==> src/rtl/jk_pkg.sv <==
// Shared definitions for the J-K bank driver: command codes, FSM states,
// and the J-K excitation table.
package jk_pkg;

    localparam logic [1:0] CMD_HOLD   = 2'b00;
    localparam logic [1:0] CMD_RESET  = 2'b01;
    localparam logic [1:0] CMD_SET    = 2'b10;
    localparam logic [1:0] CMD_TOGGLE = 2'b11;

    typedef enum logic [1:0] {
        ST_IDLE  = 2'd0,
        ST_DRIVE = 2'd1,
        ST_CHECK = 2'd2,
        ST_FIN   = 2'd3
    } state_t;

    typedef enum logic {
        OP_LOAD  = 1'b0,
        OP_COUNT = 1'b1
    } op_t;

    // Returns {j,k} moving one flip-flop from cur to nxt; dc picks how the
    // don't-care slot is filled (0: HOLD/SET/RESET, 1: TOGGLE/SET/RESET).
    function automatic logic [1:0] excite(input logic cur, input logic nxt, input logic dc);
        logic [1:0] cmd;
        case ({cur, nxt})
            2'b00:   cmd = dc ? CMD_RESET  : CMD_HOLD;
            2'b01:   cmd = dc ? CMD_TOGGLE : CMD_SET;
            2'b10:   cmd = dc ? CMD_TOGGLE : CMD_RESET;
            default: cmd = dc ? CMD_SET    : CMD_HOLD;
        endcase
        return cmd;
    endfunction

endpackage

==> src/rtl/jk_excite.sv <==
// Combinational excitation for one J-K flip-flop: the {j,k} command that
// takes it from its current value to the wanted next value.
module jk_excite
    import jk_pkg::*;
#(
    parameter int DC_FILL = 0
) (
    input  logic cur_i,
    input  logic nxt_i,
    output logic j_o,
    output logic k_o
);

    assign {j_o, k_o} = excite(cur_i, nxt_i, DC_FILL != 0);

endmodule

==> src/rtl/jk_bank_driver.sv <==
// Drives a bank of external J-K flip-flops toward a target word and checks
// the bank's fed-back state against an internal shadow model.
module jk_bank_driver
    import jk_pkg::*;
#(
    parameter int WIDTH   = 4,
    parameter int DC_FILL = 0
) (
    input  logic             clock,
    input  logic             rst,
    input  logic             tgt_valid,
    output logic             tgt_ready,
    input  logic             tgt_op,
    input  logic [WIDTH-1:0] tgt_data,
    output logic [WIDTH-1:0] j,
    output logic [WIDTH-1:0] k,
    output logic             jk_valid,
    input  logic [WIDTH-1:0] q_fb,
    output logic [WIDTH-1:0] shadow_q,
    output logic [WIDTH-1:0] step_cnt,
    output logic             done,
    output logic             err
);

    state_t           state_q;
    op_t              op_q;
    logic [WIDTH-1:0] tgt_q;
    logic [WIDTH-1:0] nxt_q;
    logic [WIDTH-1:0] model_q;
    logic [WIDTH-1:0] step_q;
    logic [WIDTH-1:0] j_q;
    logic [WIDTH-1:0] k_q;
    logic             jkv_q;
    logic             ready_q;
    logic             done_q;
    logic             err_q;

    logic [WIDTH-1:0] nxt_d;
    logic [WIDTH-1:0] j_d;
    logic [WIDTH-1:0] k_d;

    // The next bank value is only consumed when entering DRIVE: from IDLE it
    // depends on the incoming request, from CHECK it is always a COUNT step.
    always_comb begin
        nxt_d = model_q + WIDTH'(1);
        if (state_q == ST_IDLE && op_t'(tgt_op) == OP_LOAD) begin
            nxt_d = tgt_data;
        end
    end

    for (genvar i = 0; i < WIDTH; i++) begin : g_excite
        jk_excite #(.DC_FILL(DC_FILL)) u_excite (
            .cur_i (model_q[i]),
            .nxt_i (nxt_d[i]),
            .j_o   (j_d[i]),
            .k_o   (k_d[i])
        );
    end

    // NOTE: every register here uses non-blocking assignment so all of them
    // see the pre-edge values of each other, regardless of statement order.
    always_ff @(posedge clock) begin
        if (rst) begin
            state_q <= ST_IDLE;
            op_q    <= OP_LOAD;
            tgt_q   <= '0;
            nxt_q   <= '0;
            model_q <= '0;
            step_q  <= '0;
            j_q     <= '0;
            k_q     <= '0;
            jkv_q   <= 1'b0;
            ready_q <= 1'b1;
            done_q  <= 1'b0;
            err_q   <= 1'b0;
        end else begin
            // NOTE: pulse-style outputs default low each cycle and are raised
            // only on the transition that needs them.
            j_q     <= '0;
            k_q     <= '0;
            jkv_q   <= 1'b0;
            done_q  <= 1'b0;
            ready_q <= 1'b0;
            case (state_q)
                ST_IDLE: begin
                    ready_q <= 1'b1;
                    if (tgt_valid && ready_q) begin
                        op_q    <= op_t'(tgt_op);
                        tgt_q   <= tgt_data;
                        step_q  <= '0;
                        ready_q <= 1'b0;
                        if (op_t'(tgt_op) == OP_COUNT && tgt_data == model_q) begin
                            state_q <= ST_FIN;
                            done_q  <= 1'b1;
                        end else begin
                            state_q <= ST_DRIVE;
                            nxt_q   <= nxt_d;
                            j_q     <= j_d;
                            k_q     <= k_d;
                            jkv_q   <= 1'b1;
                        end
                    end
                end
                ST_DRIVE: begin
                    // The external bank updates on this same edge.
                    model_q <= nxt_q;
                    step_q  <= step_q + WIDTH'(1);
                    state_q <= ST_CHECK;
                end
                ST_CHECK: begin
                    if (q_fb != model_q) begin
                        err_q   <= 1'b1;
                        state_q <= ST_FIN;
                        done_q  <= 1'b1;
                    end else if (op_q == OP_LOAD || model_q == tgt_q) begin
                        state_q <= ST_FIN;
                        done_q  <= 1'b1;
                    end else begin
                        state_q <= ST_DRIVE;
                        nxt_q   <= nxt_d;
                        j_q     <= j_d;
                        k_q     <= k_d;
                        jkv_q   <= 1'b1;
                    end
                end
                ST_FIN: begin
                    state_q <= ST_IDLE;
                    ready_q <= 1'b1;
                end
                default: begin
                    state_q <= ST_IDLE;
                    ready_q <= 1'b1;
                end
            endcase
        end
    end

    assign tgt_ready = ready_q;
    assign j         = j_q;
    assign k         = k_q;
    assign jk_valid  = jkv_q;
    assign shadow_q  = model_q;
    assign step_cnt  = step_q;
    assign done      = done_q;
    assign err       = err_q;

endmodule
==> config.mk <==
export PLATFORM = sky130hd
export DESIGN_NAME = jk_bank_driver
export DESIGN_NICKNAME = d
export VERILOG_FILES = /design/src/rtl/jk_pkg.sv /design/src/rtl/jk_excite.sv /design/src/rtl/jk_bank_driver.sv
export SDC_FILE = /design/constraint.sdc
export NUM_CORES = 1
export LEC_CHECK = 0
export CORE_ASPECT_RATIO = 1.1
export CORE_MARGIN = 2
export CORE_UTILIZATION = 54
export DETAILED_ROUTE_END_ITERATION = 16
export PLACE_DENSITY = 0.92
export SYNTH_ARGS = -nofsm -noshare
export SYNTH_HDL_FRONTEND = slang
export SYNTH_SLANG_ARGS = --single-unit
==> constraint.sdc <==
create_clock -name clock -period 4.5 [get_ports clock]
set_clock_uncertainty 0.2 [all_clocks]
set_input_delay 0.45 -clock clock [delete_from_list [all_inputs] [get_ports clock]]
set_output_delay 0.45 -clock clock [all_outputs]
set_load 0.03 [all_outputs]
; ---- Word-level counts from Yosys, hierarchy flattened
; Index checks and enable logic that the tools add are counted.
[word_totals]
latchBits = 0
register_bits = 31
n_memories = 0
mem_bits_ro = 0
ram_bits = 0
out_inout_bits = 20
word_cells = 84
[classes]
eq_ne = 18
magnitude_cmp = 0
div_mod_pow = 0
bitwise_logic = 2
n_addsub = 2
shift = 0
n_mux = 39
reduce_logical = 11
n_mul = 0
[ops]
columns = op, count
row1 = two-way mux 4 bit, 14
row2 = case mux 4 bit (2 select lines), 4
row3 = case mux 2 bit (2 select lines), 4
row4 = "== test 2 bit, second input constant", 6
row5 = "== test 2 x 1 -> 1 bit, second input constant", 5
row6 = two-way mux 1 bit, 9
row7 = "adder 4 x 1 -> 4 bit, second input constant", 2
row8 = == test 4 bit, 2
row9 = two-way mux 2 bit, 4
row10 = case mux 2 bit (4 select lines), 1
row11 = "inequality test 2 bit, second input constant", 3
row12 = case mux 1 bit (2 select lines), 3
row13 = AND reduction 2 bit, 3
row14 = AND reduction 5 bit, 1
row15 = inequality test 4 bit, 1
row16 = nonzero test 2 bit, 2
row17 = logical AND 1 bit, 3
row18 = zero test 2 bit, 1
row19 = "inequality test 2 x 1 -> 1 bit, second input constant", 1
row20 = NOT 1 bit, 2
row21 = logical OR 1 bit, 1

; ---- Logic depth before layout (Yosys ltp)
; Gate-level depths: netlist (run 1).
[depth]
ltp_word = 8
mapped_depth = 8
ltp_nobuf = 7

; ---- By module
; Synthesis (run 1) repeated with hierarchy kept, for this count alone.
[unflattened]
hier_cells = 160
hier_area_um2 = 1492.7
[by_module_without_submodules]
columns = mod, instances, area_per_inst_um2, cells_each
row1 = jk_bank_driver, 1, 1432.6, 152
row2 = jk_excite, 4, 15.0, 2

; ---- Worst setup path before layout (run 1)
; OpenSTA, ideal clock, no wires.
[synth_path]
kind = register to register
start = reg state_q[0]
end = reg nxt_q[1]
t_arrival_ps = 1669
period_less_slack_ps = 1990
n_path_buf = 0
setup_time_ps = 121
required_time_ps = 4179
path_stages_with_launch = 7
path_slack_ps = 2510
cell_sequence = dfxtp_1 -> inv_1 -> ha_1 -> nand3_1 -> a31oi_1 -> o21a_4 -> mux2_4
[synth_between]
elab_chain_len = 6
[synth_rtl]
columns = item, line_no
row1 = start: declaration, jk_bank_driver.sv:25  ; state_t state_q;
row2 = start signal: assignment, jk_bank_driver.sv:64  ; state_q <= ST_IDLE;
row3 = start signal: assignment, jk_bank_driver.sv:93  ; state_q <= ST_FIN;
row4 = start signal: assignment, jk_bank_driver.sv:96  ; state_q <= ST_DRIVE;
row5 = zero test 2 bit, "jk_bank_driver.sv:46, jk_bank_driver.sv:84"
row6 = logical AND 1 bit, jk_bank_driver.sv:46  ; if (state_q == ST_IDLE && op_t'(tgt_op) == OP_LOAD) begin
row7 = two-way mux 4 bit, jk_bank_driver.sv:46
row8 = "two-way mux 4 bit, on equally long branches", "jk_bank_driver.sv:115, jk_bank_driver.sv:92"
row9 = "two-way mux 4 bit, on equally long branches", "jk_bank_driver.sv:111, jk_bank_driver.sv:87"
row10 = case mux 4 bit (2 select lines), jk_bank_driver.sv:84  ; case (state_q)
row11 = end signal: assignment, jk_bank_driver.sv:97  ; nxt_q <= nxt_d;
row12 = end signal: assignment, jk_bank_driver.sv:120  ; nxt_q <= nxt_d;
row13 = end: declaration, jk_bank_driver.sv:28  ; logic [WIDTH-1:0] nxt_q;
; Several ways; a longest one is shown, not always the timed one. The select of a mux whose other input is x is not followed.
; A chain may end at the register's enable or synchronous reset.

; ---- Worst setup path after layout (run 1)
[layout_path]
start = reg state_q[1]
end = reg nxt_q[2]
; Same word-level chain as after synthesis.

==> impl_metrics.env, run 1 <==
export IMPL_outcome="completed"
export IMPL_min_from="err"
export IMPL_fin_nets=211
export IMPL_critical_path_max_stage_delay_ns=0.38
export IMPL_drc=0
export IMPL_wl_per_cell_um=14.2
export IMPL_vias=1223
export IMPL_r2r_end="nxt_q[2]"
export IMPL_ant_nets=0
export IMPL_rr_worst_depth=6
export IMPL_cp_start_kind="flop"
export IMPL_gp_congestion=0.901
export IMPL_slew_headroom=0.410
export IMPL_setup_violations=0
export IMPL_rrSetupSlack_ns=2.20
export IMPL_drt_iter0_markers=21
export IMPL_avgSynthCellArea_um2=9.29
export IMPL_viasPerCell=5.41
export IMPL_post_cts_resized=0
export IMPL_hp_class="reg2reg"
export IMPL_grt_pass1_vias=1215
export IMPL_numPortBuffers=31
export IMPL_final_area_um2=1860
export IMPL_antenna_found_initial=0
export IMPL_cellPowerDensity_nw_per_um2=496
export IMPL_dieHeight_um=60.2
export IMPL_worst_path_stages=6
export IMPL_crit_chain="inv_1 > ha_1 > nand3_1 > a31oi_1 > o21a_4 > mux2_4"
export IMPL_cap_violations=0
export IMPL_holdPathStages=2
export IMPL_insertion_delay_ns=0.33
export IMPL_die_area_um2=3320
export IMPL_slew_viol_final=0
export IMPL_grt_max_degree=28
export IMPL_io_pins=32
export IMPL_grt_ovfl_total=0
export IMPL_grt_pass1_wl_mm=5.24
export IMPL_drive_gt1_frac=0.0777
export IMPL_hold_ws_ns=0.281
export IMPL_cp_top_family="compound AO/OA/AOI/OAI gates"
export IMPL_rows=20
export IMPL_tightest_slew_ns=0.882
export IMPL_hold_viol=0
export IMPL_synth_cell_type_count=36
export IMPL_rsz0062_at_grt="false"
export IMPL_diodes=0
export IMPL_cts_sinks=31
export IMPL_path_class="reg2reg"
export IMPL_yosysSeqAreaShare=0.400
export IMPL_synth_top_area_cell="dfxtp_1"
export IMPL_cts_root_buf="clkbuf_4"
export IMPL_yosysTopAreaCellShare=0.400
export IMPL_area_growth_pct=20.2
export IMPL_ir_drop_mv=0.312
export IMPL_hpwl_mm=2.41
export IMPL_cts_buffer_depth=2
export IMPL_initial_core_util=0.564
export IMPL_post_place_ws_ns=1.89
export IMPL_r2r_start="state_q[1]"
export IMPL_path_clk_slew_ns=0.10
export IMPL_syn_nets=186
export IMPL_setup_ws_ns=2.20
export IMPL_crit_buf_inv=1
export IMPL_min_period_over_period=0.512
export IMPL_dr_pass1_iters=5
export IMPL_syn_inst=167
export IMPL_fin_crit_ns=2.30
export IMPL_numCtsBuffers=5
export IMPL_placeableCoreArea_um2=2750
export IMPL_synth_seq_cells=31
export IMPL_die_width_um=55.1
export IMPL_post_dp_cell_area_um2=1810
export IMPL_p_leak_uw=0.000805
export IMPL_setup_tns_ns=0
export IMPL_critical_path_arrival_ns=2.32
export IMPL_critPathMaxFanout=8
export IMPL_min_to="err"
export IMPL_grt_usage=0.216
export IMPL_synth_area_um2=1550
export IMPL_h_tree_depth=2
export IMPL_drt_total_wl_mm=3.20
export IMPL_synth_warnings=0
export IMPL_cts_tree="built"
export IMPL_required_ns=4.51
export IMPL_post_route_util=0.677
export IMPL_synth_area_leaders="dfxtp_1 (40%), mux2i_1 (8.4%), nor2_1 (6.3%), xor2_1 (6.2%), ha_1 (5.6%)"
export IMPL_postCtsSetupBuffers=0
export IMPL_critPathSlowestCell="nand3_1"
export IMPL_ctsHoldBuffers=0
export IMPL_max_freq_mhz=434
export IMPL_setup_worst_path_end_class="flop"
## layout make-up
| cell class | instances | area, um^2 |
|---|---|---|
| inverter | 6 | 22.5 |
| tap | 33 | 41.3 |
| clock buffer | 7 | 45.0 |
| clock inverter | 1 | 5.00 |
| fill | 238 | 888 |
| sequential | 31 | 621 |
| timing repair buffer | 31 | 310 |
| multi-input combinational | 117 | 820 |
## worst register-to-register path: stages, from the launching register on
cell	delay, ns
dfxtp_1	0.34
inv_1	0.13
ha_1	0.31
nand3_1	0.38
a31oi_1	0.36
o21a_4	0.19
mux2_4	0.30
## flip-flops by register name, indices dropped and copies added, names as in the netlist
register	flops
jk_valid	1
err	1
nxt_q	4
step_cnt	4
op_q	1
j	4
done	1
state_q	2
k	4
tgt_ready	1
tgt_q	4
shadow_q	4
## synthesized netlist by cell type (all sizes together)
library cell	number
xor2	11
dfxtp	31
o31ai	1
a22oi	2
inv	6
and3	4
mux2	2
a21oi	5
a221o	1
nand2	3
buf	10
nand2b	6
nor2	26
clkbuf	3
o21bai	1
a21o	1
a31oi	1
o21ai	6
nor2b	4
nor4	1
o21a	2
nor3	5
xnor2	3
a31o	1
nand3	5
a32oi	1
a211oi	1
mux2i	13
ha	7
a21bo	2
or2	1
o41a	1
## cell usage in the layout (no fill, tap or decap), types with 2 or more instances in the layout
cell type / synthesis / layout
dfxtp_1: 31 / 31
clkdlybuf4s50_1: 0 / 31
nor2_1: 26 / 26
mux2i_1: 13 / 13
xor2_1: 11 / 11
ha_1: 7 / 7
inv_1: 6 / 6
nand2b_1: 6 / 6
o21ai_0: 6 / 6
a21oi_1: 5 / 5
nor3_1: 5 / 5
nand3_1: 5 / 5
clkbuf_4: 0 / 5
nor2b_1: 4 / 4
nand2_1: 3 / 3
xnor2_1: 3 / 3
and3_1: 3 / 3
a21bo_2: 2 / 2
mux2_4: 2 / 2
a22oi_1: 2 / 2
clkbuf_1: 3 / 2
## cell families (layout without fill, tap and decap cells)
kind of cell    after synthesis  in the layout  synth area share
xor+xnor                     14             14            0.0790
mux                          15             15             0.103
simple gates                 55             55             0.168
flops                        31             31             0.400
buf+inv                      19             45            0.0718
compound gates               26             26             0.122
fa+ha+maj                     7              7            0.0564
## per-stage QoR
step | total power [uW] | std cells
floorplan | 671 | 167
global placement | 757 | 218
detailed placement | 776 | 218
CTS | 929 | 226
global route | 978 | 226
finish | 924 | 226
## report_power, final
part | internal, uW | switching, uW
Combinational | 177 | 232
Sequential | 323 | 38.4
Clock | 60.9 | 92.7
Total | 561 | 363
## routing by layer
metal / up-vias / track usage / part of all wire
li1: 611 / - / -
met1: 568 / 0.269 / 0.44
met2: 37 / 0.361 / 0.51
met3: 7 / 0.0550 / 0.042
met4: 0 / 0.0662 / 0.012
met5: - / 0 / 0
## how the worst max path moves through the flow
stage	from	to	slack (ns)
6_report	state_q[1]	nxt_q[2]	2.20
5_1_grt	state_q[0]	nxt_q[2]	2.05
4_1_cts	shadow_q[2]	shadow_q[2]	2.20
3_5_place_dp	rst	k[0]	1.89
3_3_place_gp	q_fb[1]	nxt_q[2]	1.92
2_1_floorplan	state_q[0]	nxt_q[1]	2.51
Note: power is estimated with default switching activity, not from simulation.
==> run 2: changes to the inputs <==
CORE_UTILIZATION = 50   (was 54)
PLACE_DENSITY = 0.86   (was 0.92)
clock period = 2.2 ns   (was 4.5 ns; I/O delays follow)
==> impl_metrics.env, run 2 (synthesis results as in run 1) <==
export IMPL_path_class="reg2out"
export IMPL_max_freq_mhz=480
export IMPL_drive_gt1_frac=0.149
export IMPL_viasPerCell=5.26
export IMPL_area_growth_pct=27.8
export IMPL_slew_viol_final=0
export IMPL_critical_path_arrival_ns=1.66
export IMPL_hp_class="reg2reg"
export IMPL_grt_usage=0.208
export IMPL_p_leak_uw=0.000879
export IMPL_setup_violations=0
export IMPL_grt_pass1_vias=1342
export IMPL_stdcell_count=242
export IMPL_routedLengthMet1_mm=1.43
export IMPL_hold_viol=0
export IMPL_dieHeight_um=62.4
export IMPL_cp_top_family="buffers and inverters"
export IMPL_min_period_over_period=0.946
export IMPL_outcome="completed"
export IMPL_post_place_ws_ns=-0.0554
export IMPL_slew_headroom=0.672
export IMPL_fin_nets=226
export IMPL_multi_input_area_um2=825
export IMPL_met2_wirelength_mm=1.69
export IMPL_cts_root_buf="clkbuf_4"
export IMPL_numPortBuffers=31
export IMPL_fin_crit_ns=2.08
export IMPL_cts_sinks=31
export IMPL_rsz0062_at_grt="false"
export IMPL_drt_total_wl_mm=3.38
export IMPL_cellPowerDensity_nw_per_um2=999
export IMPL_numCtsBuffers=5
export IMPL_die_width_um=57.1
export IMPL_rrSetupSlack_ns=0.15
export IMPL_dp_cells=234
export IMPL_placeableCoreArea_um2=3000
export IMPL_setup_tns_ns=0
export IMPL_critPathSlowestCell="clkdlybuf4s50_1"
export IMPL_critical_path_max_stage_delay_ns=0.67
export IMPL_post_dp_cell_area_um2=1930
export IMPL_hpwl_mm=2.51
export IMPL_grt_max_degree=27
export IMPL_cts_buffer_depth=2
export IMPL_dr_pass1_iters=5
export IMPL_die_area_um2=3570
export IMPL_setup_ws_ns=0.118
export IMPL_ir_drop_mv=0.691
export IMPL_setup_worst_path_end_class="output pin"
export IMPL_antenna_found_initial=0
export IMPL_rows=21
export IMPL_grt_pass1_wl_mm=5.71
export IMPL_drc=0
export IMPL_crit_buf_inv=2
export IMPL_ctsHoldBuffers=0
export IMPL_crit_chain="buf_4 > clkdlybuf4s50_1"
export IMPL_initial_core_util=0.518
export IMPL_route_met3_wl_um=176
export IMPL_critPathMaxFanout=6
export IMPL_diodes=0
export IMPL_h_tree_depth=2
export IMPL_insertion_delay_ns=0.34
export IMPL_required_ns=1.78
export IMPL_p_total_uw=1980
export IMPL_wl_per_cell_um=13.9
export IMPL_cts_tree="built"
export IMPL_regArea_um2=621
export IMPL_path_clk_slew_ns=0.10
export IMPL_cap_violations=0
export IMPL_n_fill_cell=240
export IMPL_final_area_um2=1980
export IMPL_maxUsedRoutingLayer="met4"
export IMPL_cp_start_kind="flop"
export IMPL_grt_ovfl_total=0
export IMPL_gp_congestion=0.841
export IMPL_drt_iter0_markers=42
export IMPL_vias=1274
export IMPL_tightest_slew_ns=0.492
export IMPL_final_cell_mix="dfxtp_1 (31), clkdlybuf4s50_1 (31), nor2_1 (26)"
export IMPL_ant_nets=0
export IMPL_io_pins=32
==> run 2: cell count changes in the layout (fill, tap and decap cells not counted) <==
cell    delta
nor3_2     +1
nor3_1     -1
buf_4     +15
==> run 2: routing by layer <==
layer | GRT usage | vias up
met5 | 0 | -
met4 | 0.108 | 0
met3 | 0.0642 | 10
met2 | 0.359 | 39
met1 | 0.222 | 587
li1 | - | 638
==> run 2: stage by stage <==
stage,util,hold slack (ns)
global placement,0.644,0.238
finish,0.662,0.256
CTS,0.660,0.265
detailed placement,0.644,0.247
floorplan,-,0.164
global route,0.662,0.298
==> run 2: report_power, final <==
group	leakage, uW	switching, uW	internal, uW
registers	0.000252	66.5	661
clock network	0.0000293	188	124
logic	0.000598	511	431
total	0.000879	765	1220
==> run 2: final cells by class <==
class                   count  area share
multi-input cells         117       0.416
flip-flops and latches     31       0.313
repair buffers             46       0.213
clock buffers               7      0.0227
well taps                  34      0.0215
inverters                   6      0.0114
clock inverters             1     0.00252
==> run 2: repair_timing <==
item,in CTS,in global routing
endpoints found under the setup margin,0,2
buffers inserted,0,0
gates resized for setup,0,1
==> run 2: final timing paths <==
check	start	end	cells past startpoint
hold reg to reg	err	err	2
setup / recovery	shadow_q[2]	shadow_q[2]	2
setup reg to reg	shadow_q[0]	state_q[1]	6
hold / removal	err	err	2
==> run 2: worst register-to-register path, stage by stage (launching register included) <==
cell and delay [ns]:
dfxtp_1 0.36, xor2_1 0.17, o41a_1 0.45, a21bo_2 0.26, buf_4 0.14, a221o_2 0.32
o31ai_1 0.07
